$ cat src/rtl/apple1_paste_pkg.sv
// Shared types and helpers for the Apple-1 ASCII paste path.
// Holds presenter states, ASCII constants and the byte filter/mapper.
package apple1_paste_pkg;

    typedef enum logic [1:0] {
        IDLE,
        LOAD,
        WAIT_ACK,
        GAP
    } paste_state_t;

    localparam logic [7:0] CR  = 8'h0D;
    localparam logic [7:0] LF  = 8'h0A;
    localparam logic [7:0] TAB = 8'h09;
    localparam logic [7:0] DEL = 8'h7F;

    // Returns {drop, byte}. last_cr refers to the previous raw byte kept.
    function automatic logic [8:0] map_ascii(
        input logic [7:0] b,
        input logic       last_cr
    );
        logic       drop;
        logic [7:0] o;
        drop = 1'b0;
        o    = b;
        unique case (1'b1)
            (b == LF): begin
                drop = last_cr;
                o    = CR;
            end
            (b >= 8'h61 && b <= 8'h7A): o = b - 8'h20;
            (b == 8'h00 || b == DEL || b[7]): drop = 1'b1;
            (b == TAB): o = 8'h20;
            default: o = b;
        endcase
        return {drop, o};
    endfunction

endpackage

$ cat src/rtl/paste_fifo.sv
// Single-clock FIFO with synchronous read (block-RAM style).
// Ports: push/din write, pop/dout read (dout valid next cycle), flush empties; full/empty/level status.
module paste_fifo #(
    parameter int AW = 9
) (
    input  logic         clk,
    input  logic         rst,
    input  logic         push,
    input  logic [7:0]   din,
    input  logic         pop,
    input  logic         flush,
    output logic [7:0]   dout,
    output logic         full,
    output logic         empty,
    output logic [AW:0]  level
);

    localparam int         DEPTH = 1 << AW;
    localparam logic [AW:0] CAP  = {1'b1, {AW{1'b0}}};

    logic [7:0]    mem [DEPTH];
    logic [AW-1:0] wr_ptr;
    logic [AW-1:0] rd_ptr;
    logic          wr_en;
    logic          rd_en;

    assign full  = (level == CAP);
    assign empty = (level == '0);

    // Flush first, then a same-cycle push lands in the emptied FIFO.
    assign wr_en = push && (flush || !full);
    assign rd_en = pop && !empty && !flush;

    always_ff @(posedge clk) begin
        if (wr_en)
            mem[flush ? '0 : wr_ptr] <= din;
        if (rd_en)
            dout <= mem[rd_ptr];
    end

    always_ff @(posedge clk) begin
        if (rst) begin
            wr_ptr <= '0;
            rd_ptr <= '0;
            level  <= '0;
        end else if (flush) begin
            wr_ptr <= AW'(wr_en);
            rd_ptr <= '0;
            level  <= (AW+1)'(wr_en);
        end else begin
            if (wr_en)
                wr_ptr <= wr_ptr + 1'b1;
            if (rd_en)
                rd_ptr <= rd_ptr + 1'b1;
            unique case ({wr_en, rd_en})
                2'b10:   level <= level + 1'b1;
                2'b01:   level <= level - 1'b1;
                default: level <= level;
            endcase
        end
    end

endmodule

$ cat src/rtl/ascii_paste.sv
// Buffers TXT download bytes, maps them to Apple-1 keys and paces them out.
// In: clk_sys, reset, ioctl_*, key_ack (+abort with ASCII_PASTE_ABORT_EN). Out: key_data/key_valid, busy, overflow, level.
module ascii_paste
    import apple1_paste_pkg::*;
#(
    parameter int         FIFO_AW   = 9,
    parameter int         CHAR_GAP  = 2500,
    parameter int         CR_GAP    = 250000,
    parameter logic [7:0] TXT_INDEX = 8'd0
) (
    input  logic               clk_sys,
    input  logic               reset,
    input  logic               ioctl_download,
    input  logic [7:0]         ioctl_index,
    input  logic               ioctl_wr,
    input  logic [7:0]         ioctl_dout,
`ifdef ASCII_PASTE_ABORT_EN
    input  logic               abort,
`endif
    output logic [7:0]         key_data,
    output logic               key_valid,
    input  logic               key_ack,
    output logic               busy,
    output logic               overflow,
    output logic [FIFO_AW:0]   level
);

    localparam int GAP_MAX = (CR_GAP > CHAR_GAP) ? CR_GAP : CHAR_GAP;
    localparam int GW      = $clog2(GAP_MAX + 1);

    logic         sel;
    logic         dl_q;
    logic         dl_start;
    logic         accept;
    logic [8:0]   mapped;
    logic         keep;
    logic         last_cr;
    logic         push_q;
    logic [7:0]   push_d;
    logic         abort_i;
    logic         flush;
    logic         pop;
    logic [7:0]   fifo_q;
    logic         full;
    logic         empty;
    logic         cur_cr;
    logic [GW-1:0] gap_cnt;
    paste_state_t state;
    paste_state_t nstate;

`ifdef ASCII_PASTE_ABORT_EN
    assign abort_i = abort;
`else
    assign abort_i = 1'b0;
`endif

    assign sel      = (ioctl_index == TXT_INDEX);
    assign dl_start = ioctl_download && !dl_q && sel;
    assign accept   = ioctl_wr && ioctl_download && sel;
    // A byte on the start edge is mapped as the first byte of the new file.
    assign mapped   = map_ascii(ioctl_dout, last_cr && !dl_start);
    assign keep     = accept && !mapped[8];
    assign flush    = dl_start || abort_i;

    always_ff @(posedge clk_sys) begin
        if (reset) begin
            dl_q     <= 1'b0;
            last_cr  <= 1'b0;
            push_q   <= 1'b0;
            push_d   <= 8'h00;
            overflow <= 1'b0;
        end else begin
            dl_q   <= ioctl_download;
            push_q <= keep;
            push_d <= mapped[7:0];
            if (keep)
                last_cr <= (ioctl_dout == CR);
            else if (dl_start)
                last_cr <= 1'b0;
            if (dl_start)
                overflow <= 1'b0;
            else if (push_q && full && !flush)
                overflow <= 1'b1;
        end
    end

    paste_fifo #(
        .AW (FIFO_AW)
    ) u_fifo (
        .clk   (clk_sys),
        .rst   (reset),
        .push  (push_q),
        .din   (push_d),
        .pop   (pop),
        .flush (flush),
        .dout  (fifo_q),
        .full  (full),
        .empty (empty),
        .level (level)
    );

    always_comb begin
        nstate = state;
        pop    = 1'b0;
        unique case (state)
            IDLE: begin
                if (!empty && !flush) begin
                    pop    = 1'b1;
                    nstate = LOAD;
                end
            end
            LOAD:     nstate = WAIT_ACK;
            WAIT_ACK: if (key_ack) nstate = GAP;
            GAP:      if (gap_cnt == '0) nstate = IDLE;
            default:  nstate = IDLE;
        endcase
        if (abort_i) begin
            nstate = IDLE;
            pop    = 1'b0;
        end
    end

    always_ff @(posedge clk_sys) begin
        if (reset) begin
            state     <= IDLE;
            key_data  <= 8'h00;
            key_valid <= 1'b0;
            gap_cnt   <= '0;
            cur_cr    <= 1'b0;
        end else begin
            state <= nstate;
            if (abort_i) begin
                key_valid <= 1'b0;
            end else begin
                unique case (state)
                    LOAD: begin
                        key_data  <= {1'b1, fifo_q[6:0]};
                        key_valid <= 1'b1;
                        cur_cr    <= (fifo_q == CR);
                    end
                    WAIT_ACK: begin
                        if (key_ack) begin
                            key_valid <= 1'b0;
                            gap_cnt   <= cur_cr ? GW'(CR_GAP) : GW'(CHAR_GAP);
                        end
                    end
                    GAP: begin
                        if (gap_cnt != '0)
                            gap_cnt <= gap_cnt - 1'b1;
                    end
                    default: ;
                endcase
            end
        end
    end

    assign busy = (level != '0) || (state != IDLE);

endmodule

$ cat config.mk
export PLATFORM = sky130hd
export DESIGN_NAME = ascii_paste
export DESIGN_NICKNAME = d
export VERILOG_FILES = /design/src/rtl/apple1_paste_pkg.sv /design/src/rtl/paste_fifo.sv /design/src/rtl/ascii_paste.sv
export SDC_FILE = /design/constraint.sdc
export NUM_CORES = 2
export LEC_CHECK = 0
export BUFFER_PORTS_ARGS = -buffer_cell sky130_fd_sc_hd__buf_2
export CAP_MARGIN = 10
export CORE_UTILIZATION = 40
export DETAILED_ROUTE_END_ITERATION = 7
export MAX_ROUTING_LAYER = met4
export SYNTH_ARGS = -nofsm -noshare
export SYNTH_HDL_FRONTEND = slang
export SYNTH_SLANG_ARGS = --single-unit
$ cat constraint.sdc
create_clock -name clk_sys -period 22.9 [get_ports clk_sys]
set_input_delay 4.58 -clock clk_sys [delete_from_list [all_inputs] [get_ports clk_sys]]
set_output_delay 4.58 -clock clk_sys [all_outputs]
set_load 0.05 [all_outputs]
Word level (Yosys, flattened, before mapping) --
Memories as Yosys holds them, arrays and structs flattened. A register that Yosys moved wholly into a read port is not among the register bits. Cells that the tools add are included.
Operators by class: $add $sub $neg 6, magnitude comparators 2, equality and inequality tests 15, mux-type cells 23, reductions and logical operators 40
Operators by type and width (count):
- $mux W18 | 3
- $pmux W18 S2 | 1
- $eq A8 B4 Y1 const B | 4
- $pmux W8 S3 | 1
- $pmux W10 S2 | 1
- $add A9 B1 Y9 const B | 2
- $logic_not A18 Y1 | 1
- $reduce_bool A18 Y1 | 1
- $sub A18 B1 Y18 const B | 1
- $logic_not A8 Y1 | 2
- $logic_and A1 B1 Y1 | 13
- $reduce_bool A2 Y1 | 6
- $add A10 B1 Y10 const B | 1
- $eq A10 B10 Y1 const B | 1
- $logic_not A10 Y1 | 1
- $mux W1 | 10
- $reduce_bool A10 Y1 | 1
- $sub A10 B1 Y10 const B | 1
- $mux W9 | 1
- $eq A8 B7 Y1 const B | 1
- $ge A8 B7 Y1 const B | 1
- $le A8 B7 Y1 const B | 1
- $ne A2 B2 Y1 const B | 4
- $pmux W2 S4 | 1
- other kinds (12) | 26
Storage, ports and cells: flip-flop bits (word level) 70, memory bits (writable) 4096, output and inout bits 21, word-level logic and storage cells 102, memories kept 1
Memories:
- u_fifo.mem | words 512, width 8, rd ports 1, clocked after memory_dff 1, write ports 1, line paste_fifo.sv:21 | logic [7:0] mem [DEPTH];

Longest topological paths before layout --
depth in word-level cells 12, mapped depth 15

Modules after synthesis --
Synthesis repeated with hierarchy kept, for this count alone.
Second synthesis, totals: cells, all modules 7791, area total of the unflattened synthesis 163449.3 um2
By module, submodules not included:
- paste_fifo | instances 1, cells an instance 7526, area an instance 161179.6 um2, sequential area each 123798.7 um2
- ascii_paste | instances 1, cells an instance 265, area an instance 2269.7 um2, sequential area each 840.8 um2

Worst setup path after synthesis --
Ideal clock, no wire load.
kind register to register, from register push_d[0], to memory u_fifo.mem[0][0], data pin, data arrival time 6499 ps, required time 21394 ps, path slack 14896 ps, cell stages (with the launch flop) 1, path buffers 0, clock period less this slack 8004 ps, cells stage by stage dfxtp_1
RTL lines:
- from (decl) | line ascii_paste.sv:39 | logic [7:0] push_d;
- from (signal assigned) | line ascii_paste.sv:75 | push_d <= mapped[7:0];
- to (decl) | line paste_fifo.sv:21
Straight into the memory's write port.

Worst setup path after layout --
from input ioctl_index[2], to register u_fifo.level[8]
On the way: cells in the longest elaborated chain, start to end 10, elaborated cells on any way between the ends 15
Ends and longest elaborated chain:
- from (decl) | line ascii_paste.sv:14 | input logic [7:0] ioctl_index,
- $logic_not A8 Y1 (*) | line ascii_paste.sv:57 | assign sel = (ioctl_index == TXT_INDEX);
- $logic_and A1 B1 Y1 (*) | line ascii_paste.sv:58 | assign dl_start = ioctl_download && !dl_q && sel;
- $logic_not A1 Y1 | line paste_fifo.sv:32, ascii_paste.sv:107
- $logic_and A1 B1 Y1 | line ascii_paste.sv:107 | if (!empty && !flush) begin
- $mux W1 | line ascii_paste.sv:107
- $mux W1 | line ascii_paste.sv:105 | unique case (state)
- $logic_and A1 B1 Y1 (2 in series) | line paste_fifo.sv:32 | assign rd_en = pop && !empty && !flush;
- $eq A2 B1 Y1 or $eq A2 B2 Y1 (tied branches) | line paste_fifo.sv:55 | unique case ({wr_en, rd_en})
- $pmux W10 S2 or $reduce_bool A2 Y1 (tied branches)
- to (signal assigned) | line paste_fifo.sv:56 | 2'b10: level <= level + 1'b1;
- to (signal assigned) | line paste_fifo.sv:57 | 2'b01: level <= level - 1'b1;
- to (signal assigned) | line paste_fifo.sv:58 | default: level <= level;
- to (decl) | line paste_fifo.sv:15 | output logic [AW:0] level
Mark *: on every way between the ends. The rest lies on a longest branch, timed or not. A chain may end at the register's enable or synchronous reset.

==> flow_summary.toml <==
[status]
status = "finished, violations left"
failed_checks = "design-rule violations"

[clock_tree]
cts_max_path_buffers = 4
hold_buffers = 0
clk_pin_slew_ns = 0.06
clock_latency_ns = 1.01
cts_htree_levels = 5
clockRootBuffer = "clkbuf_16"
post_cts_resized = 0
cts_sinks = 4174
numCtsBuffers = 400
cts_tree = "yes"
cts_setup_buffers = 0

[yosys]
synth_cells = 7971
async_flop_share_pct = 0
syn_nets = 8012
synthFlopType = "edfxtp_1"
ys_ff_latch = 4174
seq_area_frac_synth_pct = 76.4
synthDistinctLibCells = 87
syn_area_sq_mm = 0.163
synth_edf_count = 4104
ys_warn_count = 0
avgSynthCellArea_sq_um = 20.5

[drt]
via_per_inst = 6.17
wl_per_cell_microns = 35.4
ant_nets = 0
drt_first_pass_iters = 8
wl_microns = 491000
drc = 40
first_iter_violations = 13500
dr_total_vias = 85700

[sta]
period_needed_ns = 7.92
max_slew_margin_pct = 17.2
final_max_slew_viol_count = 0
fin_setup_tns_ns = 0
tightest_slew_ns = 1.24
setup_viol = 0
rsz0062_at_grt = "false"
setup_ws_ns = 14.98
fin_crit_sh_pct = 34.6
finalHoldViolCount = 0
fin_skew_ns = 0.0615
hold_ws_ns = 0.466
fmax_mhz = 126

[final_layout]
fill_cells = 33700
seq_area_sq_mm = 0.125
syn2layout_area_growth_pct = 11.7
design_area_sq_mm = 0.182
nNetsFinal = 8139
multi_input_area_sq_mm = 0.0355
final_common_cell = "edfxtp_1"
drive_above_1_share_pct = 22.0
layout_common_cells = "4104 x edfxtp_1, 888 x mux4_2, 624 x nor2_1"

[global_routing]
track_usage_pct = 24.3
grt_max_degree = 167
grt_pass1_wl_microns = 682000
gr-total-overflow = 0
antenna_found_initial = 30
grt_pass1_vias = 83000

[placement]
dpl.hpwl_microns = 287000
gp_congestion = 0.910
pre_cts_ws_ns = 14.11
place_area_sq_mm = 0.169
io_buffer_count = 41

[floorplan]
ioPinCount = 42
core_area_sq_mm = 0.406
die_w_microns = 640
die_y_microns = 640
start_util_pct = 40.2
num_rows = 234
dieArea_sq_mm = 0.410

[setup_path]
reg2reg_setup_slack_ns = 15.91
path_class = "input port to flip-flop"
start_kind = "input port"
cp_max_fo = 16
critical_path_arrival_ns = 8.76
worstReg2RegStart = "u_fifo.rd_ptr[0]"
reg2regPathDepth = 10
worstReg2RegEnd = "u_fifo.dout[1]"
cp_data_required_time_ns = 23.74
crit_path_end_kind = "flip-flop"

[power_and_ir_drop]
powerDensity_mw_per_mm2 = 102
vdd_ir_drop_max_mv = 0.0931
p_seq_share_pct = 45.9
power_switching_mw = 4.97
switching_share_pct = 26.8
p_int_mw = 13.6
pwr-share-clk_pct = 36.2
p_comb_share_pct = 17.9
leakagePower_nw = 60.6

[hold_path]
hold_depth = 2
hold_end = "key_data[7]"
hold_path.class = "flip-flop to flip-flop"
worstHoldStart = "key_data[7]"

[run]
cap_violations = 0
[worst max-delay path, stage by stage]
cell and delay, ns:
buf_2 0.10, nor4b_1 0.37, and4b_1 0.70, o21a_1 0.50
inv_1 0.09, ha_1 0.40, fa_1 0.48, a21o_1 0.20
a21oi_1 0.21, o21ai_0 0.13, a21oi_1 0.27, o21ai_0 0.16
and3b_1 0.19, a2111oi_0 0.37
[flip-flops by register name, summed over array words and instances, names as in the netlist]
name and count:
key_data 8, u_fifo.dout 8, key_valid 1, state 2, u_fifo.level 10, push_d 8, overflow 1, u_fifo.rd_ptr 9
gap_cnt 18, push_q 1, cur_cr 1, u_fifo.mem 4096, dl_q 1, last_cr 1, u_fifo.wr_ptr 9
[through the flow]
step / util (%) / total power [mW] / instances
after floorplan: - / 11.2 / 7971
after global placement: 41.6 / 12.0 / 13100
after detailed placement: 41.6 / 12.0 / 13100
after CTS: 44.9 / 18.6 / 13900
after global routing: 44.9 / 19.0 / 13900
final: 44.9 / 18.5 / 13900
[cell type report]
class,instances,area share [%]
timing repair buffer,230,1.06
sequential,4174,68.4
clock inverter,279,1.56
inverter,28,0.0632
clock buffer,460,5.66
antenna,22,0.0302
multi-input combinational,3264,19.5
tap,5428,3.73
[power groups by stage]
stage / registers (mW) / logic (mW) / clock network [mW]
6_report: 8.52 / 3.31 / 6.71
5_1_grt: 8.52 / 3.46 / 7.03
4_1_cts: 8.52 / 3.31 / 6.75
3_5_place_dp: 8.68 / 3.30 / 0
3_3_place_gp: 8.68 / 3.29 / 0
2_1_floorplan: 8.76 / 2.41 / 0
[cells by family after synthesis]
kind of cell,Yosys count,synth area share [%]
AOI/OAI and AO/OA,848,3.63
adders and majority gates,20,0.158
buffers and inverters,533,2.00
muxes,1281,14.7
xor gates and xnor gates,24,0.129
and+or+nand+nor,1091,2.93
DFF,4174,76.4
[cell usage after synthesis, types with 11 or more instances]
| master | n | area share (%) |
|---|---|---|
| buf_8 | 20 | 0.18 |
| mux4_2 | 888 | 12 |
| dfxtp_1 | 70 | 0.86 |
| o21ai_0 | 93 | 0.29 |
| nor3b_1 | 12 | 0.055 |
| a21oi_1 | 152 | 0.47 |
| nand4_1 | 11 | 0.042 |
| buf_1 | 21 | 0.048 |
| nor2_1 | 631 | 1.5 |
| ha_1 | 19 | 0.15 |
| or3_1 | 11 | 0.042 |
| mux2i_1 | 341 | 2.1 |
| mux2_2 | 52 | 0.36 |
| nand2_1 | 203 | 0.47 |
| nand2b_1 | 14 | 0.054 |
| xnor2_1 | 15 | 0.081 |
| a221o_1 | 12 | 0.074 |
| a221oi_1 | 70 | 0.38 |
| nor3_1 | 34 | 0.10 |
| inv_1 | 24 | 0.055 |
| buf_2 | 161 | 0.49 |
| nor4_1 | 16 | 0.061 |
| a22o_1 | 27 | 0.15 |
| a2111oi_0 | 12 | 0.064 |
| o21ai_1 | 17 | 0.052 |
| o211ai_1 | 14 | 0.064 |
| o221ai_1 | 56 | 0.30 |
| a22oi_1 | 112 | 0.52 |
| edfxtp_1 | 4104 | 76 |
| a211oi_1 | 86 | 0.40 |
| buf_6 | 48 | 0.33 |
| o22ai_1 | 88 | 0.34 |
| nor2b_1 | 33 | 0.13 |
| clkbuf_1 | 162 | 0.37 |
| a31oi_1 | 34 | 0.13 |
| nand3_1 | 52 | 0.16 |
| buf_4 | 82 | 0.38 |
[metal layers]
| metal | global-route usage [%] | wire length [microns] | up-vias |
|---|---|---|---|
| met5 | - | 0 | - |
| met4 | 7.47 | 16000 | 0 |
| met3 | 5.43 | 54500 | 792 |
| met2 | 36.3 | 228000 | 6005 |
| met1 | 33.5 | 193000 | 45500 |
| li1 | - | - | 33400 |
[worst max path at each step]
| stage | start | to | depth (start not counted) |
|---|---|---|---|
| floorplan | push_d[0] | u_fifo.mem[0][0] | 0 |
| global placement | ioctl_index[2] | u_fifo.level[8] | 14 |
| detailed placement | ioctl_index[2] | u_fifo.level[8] | 14 |
| CTS | ioctl_index[2] | u_fifo.level[8] | 14 |
| global route | ioctl_index[2] | u_fifo.level[8] | 14 |
| finish | ioctl_index[2] | u_fifo.level[8] | 14 |
Note: power is estimated with default switching activity, not from simulation.
